File: config.mk
export PLATFORM = sky130hd
export DESIGN_NAME = multicycle_control_unit
export DESIGN_NICKNAME = d
export VERILOG_FILES = /design/src/rtl/multicycle_control_unit.sv
export SDC_FILE = /design/constraint.sdc
export NUM_CORES = 1
export LEC_CHECK = 0
export ABC_AREA = 1
export CORE_MARGIN = 10
export CORE_UTILIZATION = 46
export DETAILED_ROUTE_END_ITERATION = 10
export PLACE_DENSITY = 0.8
export SLEW_MARGIN = 20
export SYNTH_ARGS = -nofsm -noshare
export SYNTH_HDL_FRONTEND = slang
export SYNTH_SLANG_ARGS = --single-unit
export TNS_END_PERCENT = 30
File: constraint.sdc
create_clock -name clk -period 1.6 [get_ports clk]
set_input_delay 0.48 -clock clk [delete_from_list [all_inputs] [get_ports clk]]
set_output_delay 0.48 -clock clk [all_outputs]
set_load 0.01 [all_outputs]
File: src/rtl/multicycle_control_unit.sv
// Multicycle MIPS control unit: sequences fetch, decode, execute, memory
// and write-back. It drives the datapath mux selectors and enables, and it
// keeps a count of retired instructions for debug.
module multicycle_control_unit #(
    parameter int unsigned COUNT_BITS = 32
) (
    input  logic                  clk,
    input  logic                  reset,
    input  logic [5:0]            Opcode,
    input  logic                  Zero,
    input  logic                  MemReady,
    output logic                  PCEn,
    output logic [1:0]            PCSource,
    output logic                  IorD,
    output logic                  MemRead,
    output logic                  MemWrite,
    output logic                  IRWrite,
    output logic                  MemtoReg,
    output logic                  RegDst,
    output logic                  RegWrite,
    output logic                  ALUSrcA,
    output logic [1:0]            ALUSrcB,
    output logic [1:0]            ALUOp,
    output logic                  IllegalOp,
    output logic [COUNT_BITS-1:0] InstrCount
);

    typedef enum logic [3:0] {
        S_FETCH  = 4'd0,
        S_DECODE = 4'd1,
        S_MEMADR = 4'd2,
        S_MEMRD  = 4'd3,
        S_MEMWB  = 4'd4,
        S_MEMWR  = 4'd5,
        S_EXEC   = 4'd6,
        S_RWB    = 4'd7,
        S_BRANCH = 4'd8,
        S_IMMEX  = 4'd9,
        S_IMMWB  = 4'd10,
        S_JUMP   = 4'd11
    } state_t;

    localparam logic [5:0] OP_RTYPE = 6'h00;
    localparam logic [5:0] OP_J     = 6'h02;
    localparam logic [5:0] OP_BEQ   = 6'h04;
    localparam logic [5:0] OP_BNE   = 6'h05;
    localparam logic [5:0] OP_ADDI  = 6'h08;
    localparam logic [5:0] OP_ORI   = 6'h0D;
    localparam logic [5:0] OP_LW    = 6'h23;
    localparam logic [5:0] OP_SW    = 6'h2B;

    state_t                r_state;
    state_t                w_next;
    logic                  w_retire;
    logic [COUNT_BITS-1:0] r_count;

    // State register with synchronous active-low reset
    always_ff @(posedge clk) begin
        if (!reset) begin
            r_state <= S_FETCH;
        end else begin
            r_state <= w_next;
        end
    end

    // Retired-instruction counter, bumped on the edge that returns to FETCH
    always_ff @(posedge clk) begin
        if (!reset) begin
            r_count <= '0;
        end else if (w_retire) begin
            r_count <= r_count + COUNT_BITS'(1);
        end
    end

    assign InstrCount = r_count;

    // Next-state selection and retire detection
    always_comb begin
        w_next   = S_FETCH;
        w_retire = 1'b0;
        case (r_state)
            S_FETCH: begin
                w_next = MemReady ? S_DECODE : S_FETCH;
            end
            S_DECODE: begin
                case (Opcode)
                    OP_RTYPE:        w_next = S_EXEC;
                    OP_LW, OP_SW:    w_next = S_MEMADR;
                    OP_BEQ, OP_BNE:  w_next = S_BRANCH;
                    OP_ADDI, OP_ORI: w_next = S_IMMEX;
                    OP_J:            w_next = S_JUMP;
                    default:         w_next = S_FETCH;
                endcase
            end
            S_MEMADR: begin
                if (Opcode == OP_LW) begin
                    w_next = S_MEMRD;
                end else if (Opcode == OP_SW) begin
                    w_next = S_MEMWR;
                end else begin
                    w_next = S_FETCH;
                end
            end
            S_MEMRD: begin
                w_next = MemReady ? S_MEMWB : S_MEMRD;
            end
            S_MEMWB: begin
                w_next   = S_FETCH;
                w_retire = 1'b1;
            end
            S_MEMWR: begin
                w_next   = MemReady ? S_FETCH : S_MEMWR;
                w_retire = MemReady;
            end
            S_EXEC: begin
                w_next = S_RWB;
            end
            S_RWB, S_BRANCH, S_IMMWB, S_JUMP: begin
                w_next   = S_FETCH;
                w_retire = 1'b1;
            end
            S_IMMEX: begin
                w_next = S_IMMWB;
            end
            default: begin
                w_next = S_FETCH;
            end
        endcase
    end

    // Output decode from state, with reset masking the write/request strobes
    always_comb begin
        PCEn      = 1'b0;
        PCSource  = 2'b00;
        IorD      = 1'b0;
        MemRead   = 1'b0;
        MemWrite  = 1'b0;
        IRWrite   = 1'b0;
        MemtoReg  = 1'b0;
        RegDst    = 1'b0;
        RegWrite  = 1'b0;
        ALUSrcA   = 1'b0;
        ALUSrcB   = 2'b00;
        ALUOp     = 2'b00;
        IllegalOp = 1'b0;
        case (r_state)
            S_FETCH: begin
                MemRead = 1'b1;
                ALUSrcB = 2'b01;
                IRWrite = MemReady;
                PCEn    = MemReady;
            end
            S_DECODE: begin
                ALUSrcB = 2'b11;
                case (Opcode)
                    OP_RTYPE, OP_LW, OP_SW, OP_BEQ, OP_BNE,
                    OP_ADDI, OP_ORI, OP_J: IllegalOp = 1'b0;
                    default:               IllegalOp = 1'b1;
                endcase
            end
            S_MEMADR: begin
                ALUSrcA = 1'b1;
                ALUSrcB = 2'b10;
            end
            S_MEMRD: begin
                MemRead = 1'b1;
                IorD    = 1'b1;
            end
            S_MEMWB: begin
                MemtoReg = 1'b1;
                RegWrite = 1'b1;
            end
            S_MEMWR: begin
                MemWrite = 1'b1;
                IorD     = 1'b1;
            end
            S_EXEC: begin
                ALUSrcA = 1'b1;
                ALUOp   = 2'b10;
            end
            S_RWB: begin
                RegDst   = 1'b1;
                RegWrite = 1'b1;
            end
            S_BRANCH: begin
                ALUSrcA  = 1'b1;
                ALUOp    = 2'b01;
                PCSource = 2'b01;
                PCEn     = (Opcode == OP_BNE) ? ~Zero : Zero;
            end
            S_IMMEX: begin
                ALUSrcA = 1'b1;
                ALUSrcB = 2'b10;
                ALUOp   = (Opcode == OP_ORI) ? 2'b11 : 2'b00;
            end
            S_IMMWB: begin
                RegWrite = 1'b1;
            end
            S_JUMP: begin
                PCSource = 2'b10;
                PCEn     = 1'b1;
            end
            default: begin
            end
        endcase
        if (!reset) begin
            PCEn     = 1'b0;
            IRWrite  = 1'b0;
            RegWrite = 1'b0;
            MemRead  = 1'b0;
            MemWrite = 1'b0;
        end
    end

endmodule
Word level (Yosys, flattened, before mapping)

Index checks and enable logic that the tools add are counted.

Bits of input ports: 10
Output and inout bits: 48
Logic and storage cells: 63
Register bits: 36

Bitwise operators: 1
Add/subtract/negate cells: 1
Reductions and logical operators: 12
Multiplexer cells: 29
Equal/unequal tests: 18

Operators by type and width:

| kind                                                 | count |
|---|---|
| adder 32 x 1 -> 32 bit (second input constant)       | 1 |
| one-hot mux 4 bit (7 select lines)                   | 1 |
| one-hot mux 4 bit (5 select lines)                   | 1 |
| 2-to-1 mux 1 bit                                     | 17 |
| equality test 4 x 3 -> 1 bit (second input constant) | 4 |
| equality test 4 bit (second input constant)          | 4 |
| equality test 6 x 3 -> 1 bit (second input constant) | 2 |
| equality test 6 x 4 -> 1 bit (second input constant) | 2 |
| equality test 6 bit (second input constant)          | 2 |
| 2-to-1 mux 3 bit                                     | 4 |
| one-hot mux 2 bit (3 select lines)                   | 2 |
| OR reduction 2 bit                                   | 6 |
| equality test 4 x 2 -> 1 bit (second input constant) | 2 |
| OR reduction 8 bit                                   | 1 |
| equality test 6 x 2 -> 1 bit (second input constant) | 1 |
| zero test 6 bit                                      | 1 |
| OR reduction 5 bit                                   | 1 |
| equality test 4 x 1 -> 1 bit (second input constant) | 1 |
| zero test 4 bit                                      | 1 |
| one-hot mux 2 bit (2 select lines)                   | 1 |
| OR reduction 4 bit                                   | 1 |
| one-hot mux 1 bit (3 select lines)                   | 1 |
| OR reduction 3 bit                                   | 1 |
| 2-to-1 mux 2 bit                                     | 1 |
| 2 further kinds                                      | 2 |

Longest topological paths before layout

Gate-level depths: netlist (run 1).

Word-level depth: 4
Mapped depth: 12
Gate-level depth less buffers: 10

Least setup slack after synthesis (run 1)

OpenSTA, ideal clock, no wires.

Kind: input to output
Start point: input port Opcode[5]
End point: output port PCEn
Arrival time: 1208 ps
Data required time: 1120 ps
Stages on the path: 6
Slack: -88 ps
Path buffers: 0
Cell sequence: nor2_1 nand4_1 nor2_1 or2_2 nand2_1 a21oi_1

Cells in the longest elaborated chain, start to end: 4

Ends and longest elaborated chain:

| item                               | line | RTL |
|---|---|---|
| start: declaration                 | 9    | `input logic [5:0] Opcode,` |
| equality test 6 x 3 -> 1 bit       | 189  | `PCEn = (Opcode == OP_BNE) ? ~Zero : Zero;` |
| 2-to-1 mux 1 bit                   | 189  |  |
| one-hot mux 1 bit (3 select lines) | 146  | `case (r_state)` |
| 2-to-1 mux 1 bit                   | 206  | `if (!reset) begin` |
| end: declaration                   | 12   | `output logic PCEn,` |

Every way passes these cells.

Worst setup path after layout (run 1)

Start point: register r_state[3]
End point: output port RegWrite

Cells in the longest elaborated chain, start to end: 4
Elaborated cells on any way between the ends: 6
Those cells by class: 3 x eq/ne; 2 x mux; 1 x reduce/logical

Ends and longest elaborated chain:

| item                                                                | line | RTL |
|---|---|---|
| start: declaration                                                  | 52   | `state_t r_state;` |
| start signal: assignment                                            | 62   | `r_state <= w_next;` |
| equality test 4 bit or equality test 4 x 3 -> 1 bit (tied branches) | 146  |  |
| OR reduction 3 bit (no line) *                                      | --   |  |
| 2-to-1 mux 1 bit *                                                  | 146  |  |
| 2-to-1 mux 1 bit *                                                  | 206  |  |
| end: declaration                                                    | 20   | `output logic RegWrite,` |

Mark *: on every way between the ends. The rest lies on a longest branch, timed or not.

==> flow_metrics.env, run 1 <==
export IMPL_antenna_left=0
export IMPL_htree_levels=2
export IMPL_p_leak_uw=0.001969
export IMPL_path_cells="inv_4 > nor2_4 > buf_6 > inv_2 > nor2_2 > o21ai_1 > inv_1 > buf_2"
export IMPL_hold_viol_final=0
export IMPL_grt_usage_pct=20.34
export IMPL_power_uw=1826
export IMPL_worstSetupStartpointType="flop"
export IMPL_syn_area_um2=2521
export IMPL_final_period_utilization_pct=123.4
export IMPL_critical_path_slowest_cell="dfxtp_4"
export IMPL_vdd_ir_drop_max_mv=0.3118
export IMPL_area_growth_pct=62.33
export IMPL_vias_per_cell=5.563
export IMPL_worst_slack_ns=-0.3743
export IMPL_cts_tree="yes"
export IMPL_drc=0
export IMPL_ys_seq_area_share_pct=28.59
export IMPL_nFillCells=365
export IMPL_hpwl_um=6339
export IMPL_hold_depth=2
export IMPL_drive_gt1_share_pct=34.30
export IMPL_synth_async_reset_ratio_pct=0
export IMPL_routed_wl_um=10400
export IMPL_slew_headroom_pct=78.60
export IMPL_insertedDiodeCount=0
export IMPL_final_common_cell="nand2_1"
export IMPL_violations="setup timing"
export IMPL_crit_path_end_kind="output port"
export IMPL_crit_type="flop to output port"
export IMPL_antenna_found_initial=0
export IMPL_rsz0062_at_grt="yes"
export IMPL_synth_fp_nets=461
export IMPL_min_from="InstrCount[8]"
export IMPL_clock_sinks=36
export IMPL_startpoint="r_state[3]"
export IMPL_port_buffers=57
export IMPL_ys_seq_elements=36
export IMPL_rows=26
export IMPL_cts_max_path_buffers=2
export IMPL_first_global_vias=3238
export IMPL_hold_path_end="InstrCount[8]"
export IMPL_layout_common_cells="nand2_1 (141), nor2_1 (72), buf_4 (64)"
export IMPL_finish_instance_area_um2=4093
export IMPL_status="finished with violations"
export IMPL_cts_buffers=5
export IMPL_wl_per_cell_um=15.85
export IMPL_avgSynthCellArea_um2=5.603
export IMPL_ys_warn_count=0
export IMPL_hp_class="flop to flop"
export IMPL_clkTransAtPathRegs_ns=0.08
export IMPL_ios=58
export IMPL_drt_pass1_iterations=6
export IMPL_cp_arrival_ns=1.49
export IMPL_grt_start_max_net_pins=29
export IMPL_grt_pass1_wl_um=14890
export IMPL_synth_top_area_cell="dfxtp_1"
export IMPL_cap_violations=0
export IMPL_r2r_end="InstrCount[19]"
export IMPL_drv_slew=0
export IMPL_synthCells=450
export IMPL_clockRootBuffer="clkbuf_8"
export IMPL_holdBufCountCts=0
export IMPL_tightest_slew_ns=0.3185
export IMPL_insertion_delay_ns=0.30
export IMPL_slowest_delay_ns=0.39
export IMPL_ys_flop_type="dfxtp_1"
export IMPL_place_congestion=0.9170
export IMPL_timing_reg2reg_setup_slack_ns=-0.15
export IMPL_power_density_nw_per_um2=446.2
export IMPL_crit_fanout=3
export IMPL_utilization_pct=78.63
export IMPL_grt_overflow=0
export IMPL_die_x_um=94.03
export IMPL_clock_fmax_mhz=506.5
export IMPL_crit_required_ns=1.12
export IMPL_place_area_um2=3560
export IMPL_ys_top_cells_by_area="dfxtp_1 (29%), nand2_1 (23%), nor2_1 (14%)"
export IMPL_dieArea_um2=8842
export IMPL_synth_edf_count=0
export IMPL_fin_worst_skew_ns=0.009767
export IMPL_num_vias=3649
export IMPL_final_net_count=596
export IMPL_initial_core_util_pct=48.44
export IMPL_timing_hold_ws_ns=0.5045
export IMPL_core_area_um2=5205
export IMPL_setup_tns_ns=-6.319
export IMPL_drt_iter0_drc=342
export IMPL_ys_types=27
export IMPL_period_minus_slack_ns=1.974
export IMPL_reg2reg_from="r_state[0]"
export IMPL_r2r_cells=13
export IMPL_die_h_um=94.03
export IMPL_setup_viol=47
export IMPL_synth_top_area_share_pct=28.59
[cell usage after synthesis (all sizes together), types with 4 or more instances]
library cell / n
dfxtp: 36
nand4: 11
nor2: 99
xor2: 4
nand3: 30
buf: 7
o21ai: 7
inv: 57
a21oi: 26
nand2: 157
[metrics by stage]
step                      setup WS [ns]  instances
after CTS                       -0.3381        650
after detailed placement         -1.200        627
final                           -0.3743        656
after global placement           -1.033        627
after floorplan                -0.05035        450
after global routing            -0.4313        656
[metal layers]
| metal | part of all wire (%) | GRT usage (%) |
|---|---|---|
| met1 | 36 | 22.49 |
| met2 | 50 | 37.33 |
| met3 | 8.3 | 3.917 |
| met4 | 5.6 | 7.468 |
| met5 | 0 | 0 |
[report_power, final]
part           leakage, µW  switching, µW  internal [µW]
Combinational      0.00162            125            111
Clock            0.0000510            350            344
Sequential        0.000298           3.95            893
Total              0.00197            479           1350
[worst max-delay path: cells and delay by family, from the launching register on]
family / cells / cell delay [ns]
and+or+nand+nor: 2 / 0.25
buffers and inverters: 5 / 0.46
DFF: 1 / 0.39
AOI/OAI and AO/OA: 1 / 0.09
[state kept, by name, indices dropped and copies added, names as in the netlist]
signal / count
r_state: 4
InstrCount: 32
[logic make-up after synthesis]
group | count (synthesis) | share of synthesized area [%]
DFF | 36 | 28.59
buffers and inverters | 67 | 11.91
and+or+nand+nor | 301 | 48.59
xor gates and xnor gates | 7 | 2.432
AOI/OAI and AO/OA | 38 | 7.990
adders and majority gates | 1 | 0.4962
[worst max path at each step]
stage,endpoint,slack [ns],cells after the start
3_3_place_gp,PCEn,-1.03,8
4_1_cts,PCEn,-0.34,8
3_5_place_dp,PCEn,-1.20,8
2_1_floorplan,PCEn,-0.05,6
5_1_grt,PCEn,-0.43,7
6_report,RegWrite,-0.37,8
[layout make-up]
type | instances | area (µm²) | share of cell area (%)
clock buffer | 6 | 82.58 | 2.018
multi-input combinational | 348 | 1762 | 43.04
timing repair buffer | 137 | 1166 | 28.49
inverter | 57 | 236.5 | 5.778
sequential | 36 | 748.2 | 18.28
tap | 70 | 87.58 | 2.140
clock inverter | 2 | 10.01 | 0.2446
[repair_timing]
action / in CTS / in global routing
gates resized for setup: 203 / 60
gates cloned: 0 / 3
endpoints found under the setup margin: 83 / 49
buffers inserted: 15 / 7
pin swaps: 26 / 32
(Power assumes the default switching activity.)
==> inputs of run 2 (changes only) <==
- CELL_PAD_IN_SITES_DETAIL_PLACEMENT: not set -> 0
- CELL_PAD_IN_SITES_GLOBAL_PLACEMENT: not set -> 1
- CORE_UTILIZATION: 46 -> 30
- CTS_BUF_LIST: not set -> sky130_fd_sc_hd__clkbuf_16
- PLACE_DENSITY: 0.8 -> 0.79
==> flow_metrics.env, run 2 (synthesis gave the netlist of run 1 again) <==
export IMPL_final_period_utilization_pct=119.8
export IMPL_fin_worst_skew_ns=0.002148
export IMPL_antenna_found_initial=0
export IMPL_vias_per_cell=4.657
export IMPL_grt_pass1_wl_um=14510
export IMPL_clock_sinks=36
export IMPL_cp_arrival_ns=1.44
export IMPL_violations="setup timing"
export IMPL_grt_overflow=0
export IMPL_drc=0
export IMPL_ios=58
export IMPL_hold_viol_final=0
export IMPL_rows=33
export IMPL_timing_reg2reg_setup_slack_ns=0.05
export IMPL_cts_tree="yes"
export IMPL_setup_viol=17
export IMPL_cts_buffers=5
export IMPL_setup_tns_ns=-2.908
export IMPL_place_congestion=0.8160
export IMPL_reg2reg_from="r_state[3]"
export IMPL_cap_violations=0
export IMPL_r2r_end="InstrCount[13]"
export IMPL_crit_required_ns=1.12
export IMPL_status="finished with violations"
export IMPL_worst_slack_ns=-0.3166
export IMPL_pre_cts_ws_ns=-1.127
export IMPL_hold_path_end="InstrCount[13]"
export IMPL_insertion_delay_ns=0.27
export IMPL_slew_headroom_pct=76.32
export IMPL_utilization_pct=51.87
export IMPL_critical_path_slowest_cell="buf_2"
export IMPL_slowest_delay_ns=0.14
export IMPL_crit_path_end_kind="output port"
export IMPL_p_leak_uw=0.001992
export IMPL_holdBufCountCts=0
export IMPL_antenna_left=0
export IMPL_dieArea_um2=12470
export IMPL_final_common_cell="nand2_1"
export IMPL_clockRootBuffer="clkbuf_16"
export IMPL_core_area_um2=8217
export IMPL_power_density_nw_per_um2=488.5
export IMPL_clkTransAtPathRegs_ns=0.06
export IMPL_port_buffers=57
export IMPL_area_growth_pct=69.03
export IMPL_die_h_um=111.7
export IMPL_drive_gt1_share_pct=34.53
export IMPL_r2r_cells=12
export IMPL_grt_usage_pct=13.31
export IMPL_nFillCells=810
export IMPL_vdd_ir_drop_max_mv=0.3649
export IMPL_initial_core_util_pct=30.68
export IMPL_die_x_um=111.7
export IMPL_layout_common_cells="nand2_1 (136), nor2_1 (70), buf_4 (64)"
export IMPL_path_cells="buf_8 > nor2_4 > buf_4 > buf_4 > nand4_1 > nand2_1 > nor2_1 > nand2_1 > nor2_1 > buf_2"
export IMPL_crit_fanout=3
export IMPL_worstSetupStartpointType="input pin"
export IMPL_cts_max_path_buffers=2
export IMPL_htree_levels=2
export IMPL_tightest_slew_ns=0.3525
export IMPL_clock_fmax_mhz=521.8
export IMPL_drt_pass1_iterations=4
export IMPL_first_global_vias=3163
export IMPL_worst_path_buf_inv=4
export IMPL_min_from="InstrCount[13]"
export IMPL_routed_wl_um=9035
export IMPL_hpwl_um=6653
export IMPL_power_uw=2082
export IMPL_rsz0062_at_grt="yes"
export IMPL_wl_per_cell_um=13.09
export IMPL_drt_iter0_drc=158
export IMPL_drv_slew=0
export IMPL_insertedDiodeCount=0
export IMPL_final_net_count=595
export IMPL_crit_type="input pin to output port"
export IMPL_hold_depth=2
export IMPL_largest_reg_flops=32
export IMPL_period_minus_slack_ns=1.917
export IMPL_num_vias=3213
export IMPL_critPathTopFamily="simple AND/OR/NAND/NOR gates"
export IMPL_hp_class="flop to flop"
export IMPL_grt_start_max_net_pins=21
==> run 2: final cells by class <==
class / instances / area (µm²) / share of cell area [%]
well taps: 105 / 131.4 / 3.083
flip-flops and latches: 36 / 744.5 / 17.47
inverters: 57 / 226.5 / 5.314
repair buffers: 137 / 1197 / 28.10
clock buffers: 5 / 125.1 / 2.936
clock inverters: 3 / 13.76 / 0.3230
multi-input cells: 347 / 1823 / 42.78
==> run 2: worst max path at each step <==
| stage | end | startpoint | cells past startpoint | slack, ns |
|---|---|---|---|---|
| 6_report | IllegalOp | Opcode[5] | 10 | -0.32 |
| 4_1_cts | PCEn | Opcode[4] | 8 | -0.30 |
| 5_1_grt | PCEn | Opcode[5] | 8 | -0.37 |
| 3_5_place_dp | PCEn | Opcode[5] | 8 | -1.13 |
| 2_1_floorplan | PCEn | Opcode[5] | 6 | -0.05 |
| 3_3_place_gp | PCEn | Opcode[5] | 8 | -1.09 |
==> run 2: per-layer routing <==
metal | part of all wire (%) | global-route usage, % | wire [µm] | vias to the layer above
met5 | 0 | 0 | 0 | -
met4 | 0.92 | 3.171 | 83 | 0
met3 | 6.2 | 3.543 | 557 | 6
met2 | 49 | 23.54 | 4454 | 89
met1 | 44 | 15.51 | 3939 | 1456
li1 | - | - | - | 1662
==> run 2: where the power goes <==
group | internal, µW | switching (µW)
combinational | 120 | 121
sequential | 895 | 3.14
clock | 566 | 378
==> run 2: worst register-to-register path, cell delays in order, from the launching register on <==
cell and delay [ns]:
dfxtp_4 0.36, inv_4 0.06, nor2_4 0.04, buf_6 0.13, nand2_4 0.07, buf_6 0.10, nand2_4 0.05, nor2_4 0.14
nand2_8 0.12, inv_8 0.10, clkbuf_16 0.15, nand2_2 0.04, a21oi_1 0.12
==> run 2: repair_timing <==
| item | CTS | global route |
|---|---|---|
| endpoints found under the setup margin | 83 | 49 |
| cloned | 0 | 2 |
| buffers inserted | 14 | 4 |
| gates resized for setup | 215 | 58 |
| pin swaps | 30 | 25 |
==> run 2: per-stage QoR <==
step / hold WS (ns) / instances / area, µm²
after floorplan: 0.5108 / 450 / 2526
after global placement: 0.4846 / 664 / 3618
after detailed placement: 0.4907 / 664 / 3618
after CTS: 0.4981 / 685 / 3978
after global routing: 0.5023 / 690 / 4262
final: 0.4923 / 690 / 4262
==> inputs of run 3 (changes only) <==
- clock period: 1.6 -> 1.75 ns (I/O delays scaled with it)
==> flow_metrics.env, run 3 (synthesis gave the netlist of run 1 again) <==
export IMPL_status="finished with violations"
export IMPL_violations="setup timing"
export IMPL_slew_headroom_pct=79.19
export IMPL_path_cells="buf_8 > nor2_4 > nand4_1 > nor2_2 > or2_4 > nand2_2 > a21oi_2 > buf_2"
export IMPL_drv_slew=0
export IMPL_htree_levels=2
export IMPL_placedCellCount=655
export IMPL_final_period_utilization_pct=114.7
export IMPL_crit_type="input pin to output port"
export IMPL_power_density_nw_per_um2=497.7
export IMPL_crit_path_end_kind="output port"
export IMPL_area_growth_pct=62.83
export IMPL_vdd_ir_drop_max_mv=0.2577
export IMPL_num_vias=3156
export IMPL_switchingPower_uw=449.3
export IMPL_clkPwrFrac_pct=49.1
export IMPL_routed_wl_um=8817
export IMPL_grt_usage_pct=13.16
export IMPL_cts_max_path_buffers=2
export IMPL_cap_violations=0
export IMPL_ios=58
export IMPL_worst_path_buf_inv=2
export IMPL_p_leak_uw=0.001981
export IMPL_crit_required_ns=1.22
export IMPL_critical_path_slowest_cell="nor2_4"
export IMPL_drive_gt1_share_pct=29.69
export IMPL_clockRootBuffer="clkbuf_16"
export IMPL_grt_overflow=0
export IMPL_drt_pass1_iterations=4
export IMPL_intPower_uw=1594
export IMPL_tightest_slew_ns=0.3110
export IMPL_setup_tns_ns=-1.433
export IMPL_setup_viol=11
export IMPL_cp_arrival_ns=1.48
export IMPL_first_global_vias=3179
export IMPL_power_frac_seq_pct=40.2
export IMPL_die_h_um=111.7
export IMPL_worstSetupStartpointType="input pin"
export IMPL_drc=0
export IMPL_crit_fanout=3
export IMPL_grt_start_max_net_pins=21
export IMPL_antenna_found_initial=0
export IMPL_clkTransAtPathRegs_ns=0.06
export IMPL_core_area_um2=8217
export IMPL_period_minus_slack_ns=2.008
export IMPL_stdcell_count=681
export IMPL_grt_pass1_wl_um=14280
export IMPL_worst_slack_ns=-0.2578
export IMPL_cts_buffers=5
export IMPL_clock_sinks=36
export IMPL_antenna_left=0
export IMPL_dieArea_um2=12470
export IMPL_p_sw_share_pct=21.99
export IMPL_hpwl_um=6476
export IMPL_fin_worst_skew_ns=0.005553
export IMPL_wl_per_cell_um=12.95
export IMPL_largest_reg_flops=32
export IMPL_cts_tree="yes"
export IMPL_place_congestion=0.8532
export IMPL_drt_iter0_drc=107
export IMPL_rsz0062_at_grt="yes"
export IMPL_layout_common_cells="nand2_1 (144), nor2_1 (75), buf_4 (51)"
export IMPL_insertedDiodeCount=0
export IMPL_timing_reg2reg_setup_slack_ns=0.07
export IMPL_final_common_cell="nand2_1"
export IMPL_hold_viol_final=0
export IMPL_initial_core_util_pct=30.68
export IMPL_port_buffers=57
export IMPL_clock_fmax_mhz=498.1
export IMPL_insertion_delay_ns=0.28
export IMPL_slowest_delay_ns=0.14
export IMPL_critPathTopFamily="simple AND/OR/NAND/NOR gates"
export IMPL_rows=33
export IMPL_die_x_um=111.7
export IMPL_nFillCells=861
export IMPL_vias_per_cell=4.634
export IMPL_hp_class="flop to flop"
export IMPL_power_frac_comb_pct=10.7
export IMPL_final_net_count=586
## run 3: cell types whose count changed in the layout (fill, tap and decap cells not counted), sizes merged
| cell | previous run | this run |
|---|---|---|
| bufinv | 0 | 1 |
| dlygate4sd2 | 34 | 22 |
| dlymetal6s2s | 0 | 7 |
| buf | 100 | 90 |
| clkinv | 3 | 2 |
| nand2 | 157 | 158 |
| clkdlybuf4s50 | 1 | 6 |
## run 3: routing by layer
layer | GRT usage (%) | share of wire, % | vias up
li1 | - | - | 1649
met1 | 14.46 | 43 | 1423
met2 | 24.20 | 50 | 70
met3 | 3.328 | 5.2 | 14
met4 | 3.770 | 1.9 | 0
met5 | 0 | 0 | -
## run 3: power by group through the flow
stage / Clock (µW) / Combinational, µW / Sequential, µW
after CTS: 1030 / 201 / 821
final: 1000 / 219 / 821
after floorplan: 0 / 68.3 / 842
after global routing: 1060 / 236 / 821
after global placement: 0 / 171 / 842
after detailed placement: 0 / 173 / 842
## run 3: stage by stage
stage / hold WS (ns) / util [%] / power, µW / setup WS [ns] / cell area, µm²
2_1_floorplan: 0.5108 / - / 910.7 / 0.001011 / 2525
3_3_place_gp: 0.4858 / 43.22 / 1013 / -1.015 / 3551
3_5_place_dp: 0.5056 / 43.22 / 1015 / -1.067 / 3551
4_1_cts: 0.5075 / 47.33 / 2047 / -0.2555 / 3889
5_1_grt: 0.5371 / 49.96 / 2113 / -0.3294 / 4105
6_report: 0.5051 / 49.96 / 2043 / -0.2578 / 4105
## run 3: cell type report
type,instances,area [µm²],share of cell area (%)
Inverter,57,221.5,5.395
Multi-Input combinational cell,348,1680,40.93
Tap cell,105,131.4,3.200
Clock inverter,3,37.54,0.9144
Sequential cell,36,745.7,18.17
Clock buffer,5,125.1,3.048
Timing Repair Buffer,127,1164,28.35
## run 3: repair_timing
item / CTS / global route
pin swaps: 20 / 21
cloned: 0 / 3
buffers inserted: 12 / 5
endpoints found under the setup margin: 44 / 52
hold buffers: 0 / 0
gates resized for setup: 193 / 41
## run 3: worst paths after layout
check                 start              to  cells after the start
max               Opcode[5]            PCEn                      8
min reg2reg  InstrCount[31]  InstrCount[31]                      2
max reg2reg      r_state[0]   InstrCount[1]                     12
min          InstrCount[31]  InstrCount[31]                      2
## run 3: tightest hold or removal path, cell delays in order, from the launching register on
cell     delay (ns)
dfxtp_1        0.33
nand2_1        0.07
a21oi_1        0.05
